$ cat src/rtl/dbg_uart_tx_arbiter.sv
// dbg_uart_tx_arbiter
// Shares one debug UART transmitter between N_REQ byte streams with
// packet-granular round-robin arbitration. Each packet is framed as
// START_BYTE, optional source-ID digit, payload, CR, LF. A watchdog closes
// the frame if the owning requester goes quiet for TIMEOUT cycles.
// Optional feature macro: ARB_SRC_ID_EN (adds the ASCII source-ID byte).
module dbg_uart_tx_arbiter #(
  parameter int          N_REQ      = 4,
  parameter logic [7:0]  START_BYTE = 8'h2D,
  parameter logic [31:0] TIMEOUT    = 32'h0000_0FFF
) (
  input  logic               i_clk,
  input  logic               i_rst,
  input  logic [8*N_REQ-1:0] i_req_data,
  input  logic [N_REQ-1:0]   i_req_valid,
  input  logic [N_REQ-1:0]   i_req_last,
  output logic [N_REQ-1:0]   o_req_ready,
  input  logic               i_wready,
  output logic [7:0]         o_wdata,
  output logic               o_wvalid,
  output logic [N_REQ-1:0]   o_grant,
  output logic               o_busy,
  output logic               o_abort
);
  localparam int IDX_W = (N_REQ > 1) ? $clog2(N_REQ) : 1;

  typedef enum logic [2:0] {
    S_IDLE,
    S_START,
    S_ID,
    S_DATA,
    S_CR,
    S_LF
  } state_t;

  state_t           r_state;
  state_t           w_state_next;
  logic [IDX_W-1:0] r_gidx;
  logic [IDX_W-1:0] r_last_grant;
  logic [N_REQ-1:0] r_grant;
  logic [31:0]      r_wdog;
  logic [IDX_W-1:0] w_pick_idx;
  logic             w_pick_found;
  logic [7:0]       w_g_data;
  logic             w_g_valid;
  logic             w_g_last;
  logic             w_xfer;

  // Byte lane of the current owner, used for the zero-latency payload path.
  assign w_g_data  = i_req_data[{r_gidx, 3'b000} +: 8];
  assign w_g_valid = i_req_valid[r_gidx];
  assign w_g_last  = i_req_last[r_gidx];

  assign o_grant = r_grant;
  assign o_busy  = (r_state != S_IDLE);

  // Only the owner sees ready, and only while its payload is being streamed.
  for (genvar gi = 0; gi < N_REQ; gi++) begin : g_ready
    assign o_req_ready[gi] = (r_state == S_DATA) && r_grant[gi] && i_wready;
  end

  // Round-robin scan of pending requests starting just after the last owner.
  always_comb begin
    int w_sum;
    w_pick_found = 1'b0;
    w_pick_idx   = r_last_grant;
    w_sum        = 0;
    for (int k = 1; k <= N_REQ; k++) begin
      w_sum = int'(r_last_grant) + k;
      if (w_sum >= N_REQ) w_sum = w_sum - N_REQ;
      if (!w_pick_found && i_req_valid[w_sum[IDX_W-1:0]]) begin
        w_pick_found = 1'b1;
        w_pick_idx   = w_sum[IDX_W-1:0];
      end
    end
  end

  // Next-state and UART-side outputs; framing bytes hold until accepted.
  always_comb begin
    w_state_next = r_state;
    o_wdata      = 8'h00;
    o_wvalid     = 1'b0;
    o_abort      = 1'b0;
    w_xfer       = 1'b0;
    case (r_state)
      S_IDLE: begin
        if (w_pick_found) w_state_next = S_START;
      end
      S_START: begin
        o_wdata  = START_BYTE;
        o_wvalid = 1'b1;
`ifdef ARB_SRC_ID_EN
        if (i_wready) w_state_next = S_ID;
`else
        if (i_wready) w_state_next = S_DATA;
`endif
      end
      S_ID: begin
        o_wdata  = 8'h30 + 8'(r_gidx);
        o_wvalid = 1'b1;
        if (i_wready) w_state_next = S_DATA;
      end
      S_DATA: begin
        o_wdata  = w_g_data;
        o_wvalid = w_g_valid;
        w_xfer   = w_g_valid && i_wready;
        // A real transfer wins over an expiring watchdog in the same cycle.
        if (w_xfer) begin
          if (w_g_last) w_state_next = S_CR;
        end else if (r_wdog == TIMEOUT) begin
          o_abort      = 1'b1;
          w_state_next = S_CR;
        end
      end
      S_CR: begin
        o_wdata  = 8'h0D;
        o_wvalid = 1'b1;
        if (i_wready) w_state_next = S_LF;
      end
      S_LF: begin
        o_wdata  = 8'h0A;
        o_wvalid = 1'b1;
        if (i_wready) w_state_next = S_IDLE;
      end
      default: w_state_next = S_IDLE;
    endcase
  end

  // State register.
  always_ff @(posedge i_clk or posedge i_rst) begin
    if (i_rst) r_state <= S_IDLE;
    else       r_state <= w_state_next;
  end

  // Ownership: latched on the IDLE decision, released after the LF byte.
  always_ff @(posedge i_clk or posedge i_rst) begin
    if (i_rst) begin
      r_grant      <= '0;
      r_gidx       <= '0;
      r_last_grant <= IDX_W'(N_REQ - 1);
    end else if (r_state == S_IDLE && w_pick_found) begin
      r_grant      <= {{(N_REQ-1){1'b0}}, 1'b1} << w_pick_idx;
      r_gidx       <= w_pick_idx;
      r_last_grant <= w_pick_idx;
    end else if (r_state == S_LF && i_wready) begin
      r_grant <= '0;
    end
  end

  // Watchdog counts owner-idle payload cycles; backpressure does not count.
  always_ff @(posedge i_clk or posedge i_rst) begin
    if (i_rst)                  r_wdog <= '0;
    else if (r_state != S_DATA) r_wdog <= '0;
    else if (w_xfer)            r_wdog <= '0;
    else if (!w_g_valid)        r_wdog <= r_wdog + 32'd1;
  end

endmodule

$ cat config.mk
export PLATFORM = sky130hd
export DESIGN_NAME = dbg_uart_tx_arbiter
export DESIGN_NICKNAME = d
export VERILOG_FILES = /design/src/rtl/dbg_uart_tx_arbiter.sv
export SDC_FILE = /design/constraint.sdc
export NUM_CORES = 1
export LEC_CHECK = 0
export CAP_MARGIN = 40
export CORE_ASPECT_RATIO = 0.8
export CORE_UTILIZATION = 40
export DETAILED_ROUTE_END_ITERATION = 7
export HOLD_SLACK_MARGIN = 0.15
export PLACE_DENSITY = 0.69
export SLEW_MARGIN = 20
export SYNTH_ARGS = -nofsm -noshare
export SYNTH_HDL_FRONTEND = slang
export SYNTH_SLANG_ARGS = --single-unit
$ cat constraint.sdc
create_clock -name i_clk -period 2.4 [get_ports i_clk]
set_clock_uncertainty 0.2 [all_clocks]
set_input_delay 0.24 -clock i_clk [delete_from_list [all_inputs] [get_ports i_clk]]
set_output_delay 0.24 -clock i_clk [all_outputs]
set_load 0.01 [all_outputs]
# Word level (Yosys, flattened, before mapping)
# Cells that the tools add are included.
# word_totals
regBits,43
in_bits,43
wordCells,106
# classes
add_sub_neg,10
n_lt_le_gt_ge,9
eq_ne,14
n_shift,2
muxes,43
reduce_logical,23
# op_table
op,n
$mux W32,3
$pmux W8 S5,1
$add A32 B1 Y32 const B,1
$eq A32 B12 Y1 const B,1
$shiftx A32 B6 Y8,1
$mux W3,7
$mux W2,8
$lt A2 B3 Y1 const B,5
$pmux W3 S5,1
$logic_and A1 B1 Y1,14
$mux W1,14
$bmux W1 S2,6
$ge A3 B3 Y1 const B,3
$mux W4,2
$sub A2 B1 Y2 const B,4
$add A6 B2 Y7 const A,1
$add A2 B2 Y3 const B,2
$eq A3 B2 Y1 const B,2
$eq A3 B3 Y1 const B,2
$ne A2 B2 Y1 const B,3
$ne A3 B1 Y1 const B,2
$reduce_and A6 Y1,1
$add A2 B3 Y4 const B,1
$ge A4 B3 Y1 const B,1
other kinds (13),15

# Longest topological paths before layout
# logic_depth
word_depth,17
ltp_mapped,8
mapped_depth_nobuf,7

# Worst setup path before layout
# OpenSTA, ideal clock, no wires.
# synth_path
path_kind,register -> register
from,reg r_gidx[1]
to,reg r_wdog[26]
setup_time_ns,0.078
t_arrival_ns,1.991
t_required_ns,2.122
path_slack_ns,0.130
stages_incl_launch_ff,8
n_path_buf,1
period_less_slack_ns,2.270
cell_sequence,dfrtp_1 -> mux4_2 -> a31oi_4 -> and3_1 -> buf_4 -> nand2_2 -> or3_1 -> a21oi_1
# synth_via
elab_chain_len,6
elab_cells_between_ends,7
# synth_lines
element,line_no,text
from (decl),38,logic [IDX_W-1:0] r_gidx;
from (signal assigned),143,r_gidx <= w_pick_idx;
$bmux W1 S2 (*),51,assign w_g_valid = i_req_valid[r_gidx];
$mux W1 (not written as such) (*),51,
$logic_and A1 B1 Y1,106,w_xfer = w_g_valid && i_wready;
$mux W1,85,case (r_state)
$mux W32,154,else if (w_xfer) r_wdog <= '0;
$mux W32,153,else if (r_state != S_DATA) r_wdog <= '0;
to (signal assigned),155,else if (!w_g_valid) r_wdog <= r_wdog + 32'd1;
to (decl),41,logic [31:0] r_wdog;
# Mark *: on every way between the ends. The rest lies on a longest branch, timed or not. The select of a mux whose other input is x is not followed.
# A chain may end at the register's enable or synchronous reset.

# Worst setup path after layout
# layout_path
from,reg r_wdog[0]
to,out o_abort
# layout_via
elab_chain_len,4
# layout_lines
element,line_no,text
$eq A32 B12 Y1,110,end else if (r_wdog == TIMEOUT) begin
$mux W1,110,
$mux W1,108,if (w_xfer) begin
$mux W1,85,
to (decl),23,output logic o_abort
# Every way passes these cells.

==> impl_metrics.toml <==
[status]
outcome = "complete, but fails checks"
violations = "negative setup slack"

[placed_design]
pre_cts_ws_ns = -0.213
numPortBuffers = 61
place_inst = 478
place_area_mm2 = 0.00373
dp_hpwl_mm = 5.72
gp_congestion = 0.878

[critical_path]
critPathSlowestCell = "or4_4"
critPathKind = "flop to primary output"
endpoint = "o_abort"
rr_startpoint = "r_gidx[0]"
crit_family = "simple AND/OR/NAND/NOR gates"
worstSetupPathDepth = 6
endpoint_kind = "primary output"
ff2ff_path_depth = 9
r2r-end = "r_state[1]"
critPathRequiredTime_ns = 1.96
crit_buf_inv = 1
slowest_delay_ns = 0.57
startpoint = "r_wdog[0]"
path_cells = "ha_2, nand3_2, or4_4, nor3_4, nor2b_4, buf_6"
regToRegSetupSlack_ns = 0.07
worstPathArrival_ns = 2.00
path_max_fanout = 2
startpoint_type = "flop"

[global_routing]
overflow = 0
antenna_found_initial = 0
grtUsageMet3_pct = 3.49
grt_max_degree = 44
grt_pass1_vias = 2476
grt_pass1_wl_mm = 12.0
busiest_layer = "met1"
met1_usage_pct = 34.2
track_usage_pct = 22.2
grt_use_met2_pct = 32.4

[synthesis]
yosysTopAreaCell = "dfrtp_1"
netlist_instances = 299
synthTopCellsByArea = "dfrtp_1, mux4_2, nor2_1"
synth.cell_area_mm2 = 0.00270
syn-num-nets = 344
ys.warnings.count = 0
synthArstFlopShare_pct = 100
synth_flop_cell = "dfrtp_1"
yosysUniqueCellTypes = 48
ys_seq_area_share_pct = 39.9
synth_edf_count = 0
ys_ff_latch = 43
synth_top_area_share_pct = 38.0
synth_area_per_cell_um2 = 9.03

[detailed_routing]
dr.pass1.iters = 4
drt_iter0_markers = 200
post-route-drc-count = 0
vias_per_cell = 5.37
vias = 2669
wl_per_cell_um = 15.0
ant_nets = 0
finalWirelength_mm = 7.47

[layout]
nets = 457
final_cells = 497
area_growth_pct = 46.8
stdcell_area_mm2 = 0.00397
drive_gt1_share_pct = 23.5
antenna_cells = 0

[timing]
tns_ns = -0.0380
timing.final.ws_setup_ns = -0.0380
worstMarginPinSlew_ns = 0.537
max_freq_mhz = 410
hold_viol_final = 0
period_share_pct = 102
min_period_ns = 2.44
maxSlewViolCount = 0
setup_viol = 1
relSlewSlack_pct = 64.2
rsz0062_at_grt = "yes"

[clock_network]
cts_made_buffers = 5
cts.reportedPaths.clkPinSlew_ns = 0.08
clkSinkCount = 43
clockBufferDepth = 2
clkLatencyLatePin_ns = 0.31
htree_levels = 2
clockRootBuffer = "clkbuf_8"
tritoncts = "yes"

[floorplanning]
rows = 26
fp.dieArea_mm2 = 0.00709
core_area_mm2 = 0.00644
io_pins = 62
die_w_um = 93.9
initial_core_util_pct = 41.9
die_h_um = 75.5

[power_and_ir_drop]
clock_power_share_pct = 14.5
seqPwrFrac_pct = 28.0
netSwitchingPower_mw = 1.29
p_leak_nw = 1.70
peakVddDrop_v = 0.000506
p_per_area_mw_per_mm2 = 835
combinationalPowerShare_pct = 57.5
p_int_mw = 2.02
swShare_pct = 39.1
power_mw = 3.31

[run]
drv_cap = 0

[hold_path]
hold_path.class = "primary input to async pin"
-- how the worst min path moves through the flow --
stage,cells after the start,endpoint
after floorplan,2,r_last_grant[0]
after global placement,2,r_last_grant[1]
after detailed placement,2,r_last_grant[1]
after CTS,3,o_grant[0]
after global routing,3,r_wdog[13]
final,3,o_grant[0]
-- per-layer routing --
metal  part of all wire [%]  vias to the layer above
met5                      0                        -
met4                   0.60                        0
met3                    4.9                        5
met2                     44                       65
met1                     51                     1287
li1                       -                     1312
-- registers in the layout, summed over array words and instances (netlist names) --
register,cells
r_wdog,32
o_grant,4
r_state,3
r_gidx,2
r_last_grant,2
-- timing repair --
action                                 in CTS  in global routing
pin swaps                                   3                 11
setup endpoints to repair                  11                 17
buffers inserted                            4                  8
gates resized for setup                    24                 19
hold buffers                                0                  0
endpoints found under the hold margin       0                  0
-- cell families after synthesis --
group	count (synthesis)	share of synthesized area, %
xor+xnor	20	6.48
mux	12	8.61
fa+ha+maj	2	0.926
buf+inv	24	3.47
flops	43	39.9
simple gates	138	26.4
compound gates	60	14.2
-- synth_stat cells, types with 2 or more instances --
master and n:
a21o_1 2, a21oi_1 20, a22o_1 2, a31oi_1 2, a32o_1 2, and2_1 2, and3_1 13, and4_1 6
clkbuf_1 10, dfrtp_1 41, dfstp_2 2, ha_1 2, inv_1 12, mux2i_1 3, mux4_2 9, nand2_1 21
nand2b_1 5, nand3_1 16, nand4_1 5, nor2_1 37, nor2b_1 4, nor3_1 7, nor4_1 7, o21ai_0 18
o21bai_1 2, or3_1 9, xnor2_1 7, xor2_1 13
-- stage by stage --
stage	util [%]	hold slack (ns)
floorplan	-	0.285
global placement	57.8	0.300
detailed placement	57.8	0.310
CTS	60.2	0.185
global route	61.6	0.237
finish	61.6	0.163
-- power by group through the flow --
stage | logic [mW] | clock network [mW] | registers, mW
global placement | 1.79 | 0 | 0.942
detailed placement | 1.80 | 0 | 0.945
floorplan | 1.03 | 0 | 0.931
global route | 2.07 | 0.521 | 0.944
finish | 1.90 | 0.481 | 0.928
CTS | 1.83 | 0.486 | 0.928
-- final cells by class --
cell class                 count  area [um^2]
fill                         559         2480
multi-input combinational    232         1590
sequential                    43         1080
timing repair buffer         118         1050
tap                           84          105
clock buffer                   7         86.3
inverter                      12         45.0
clock inverter                 1         5.00
-- tightest hold or removal path, stage by stage --
cell             delay, ns
clkdlybuf4s50_1       0.40
clkinv_1              0.04
buf_4                 0.44
-- placed cells by master (no fill, tap or decap), types with 4 or more instances in the layout --
master	count
a21oi_1	17
and3_1	12
and4_1	6
buf_4	52
buf_6	5
clkbuf_8	6
clkdlybuf4s50_1	51
dfrtp_1	40
dlygate4sd2_1	4
inv_1	10
mux4_2	9
nand2_1	21
nand2b_1	5
nand3_1	14
nand4_1	5
nor2_1	37
nor3_1	5
nor4_1	7
o21ai_0	17
or3_1	8
xnor2_1	7
xor2_1	13
No activity file was read; power rests on OpenSTA's default activity.
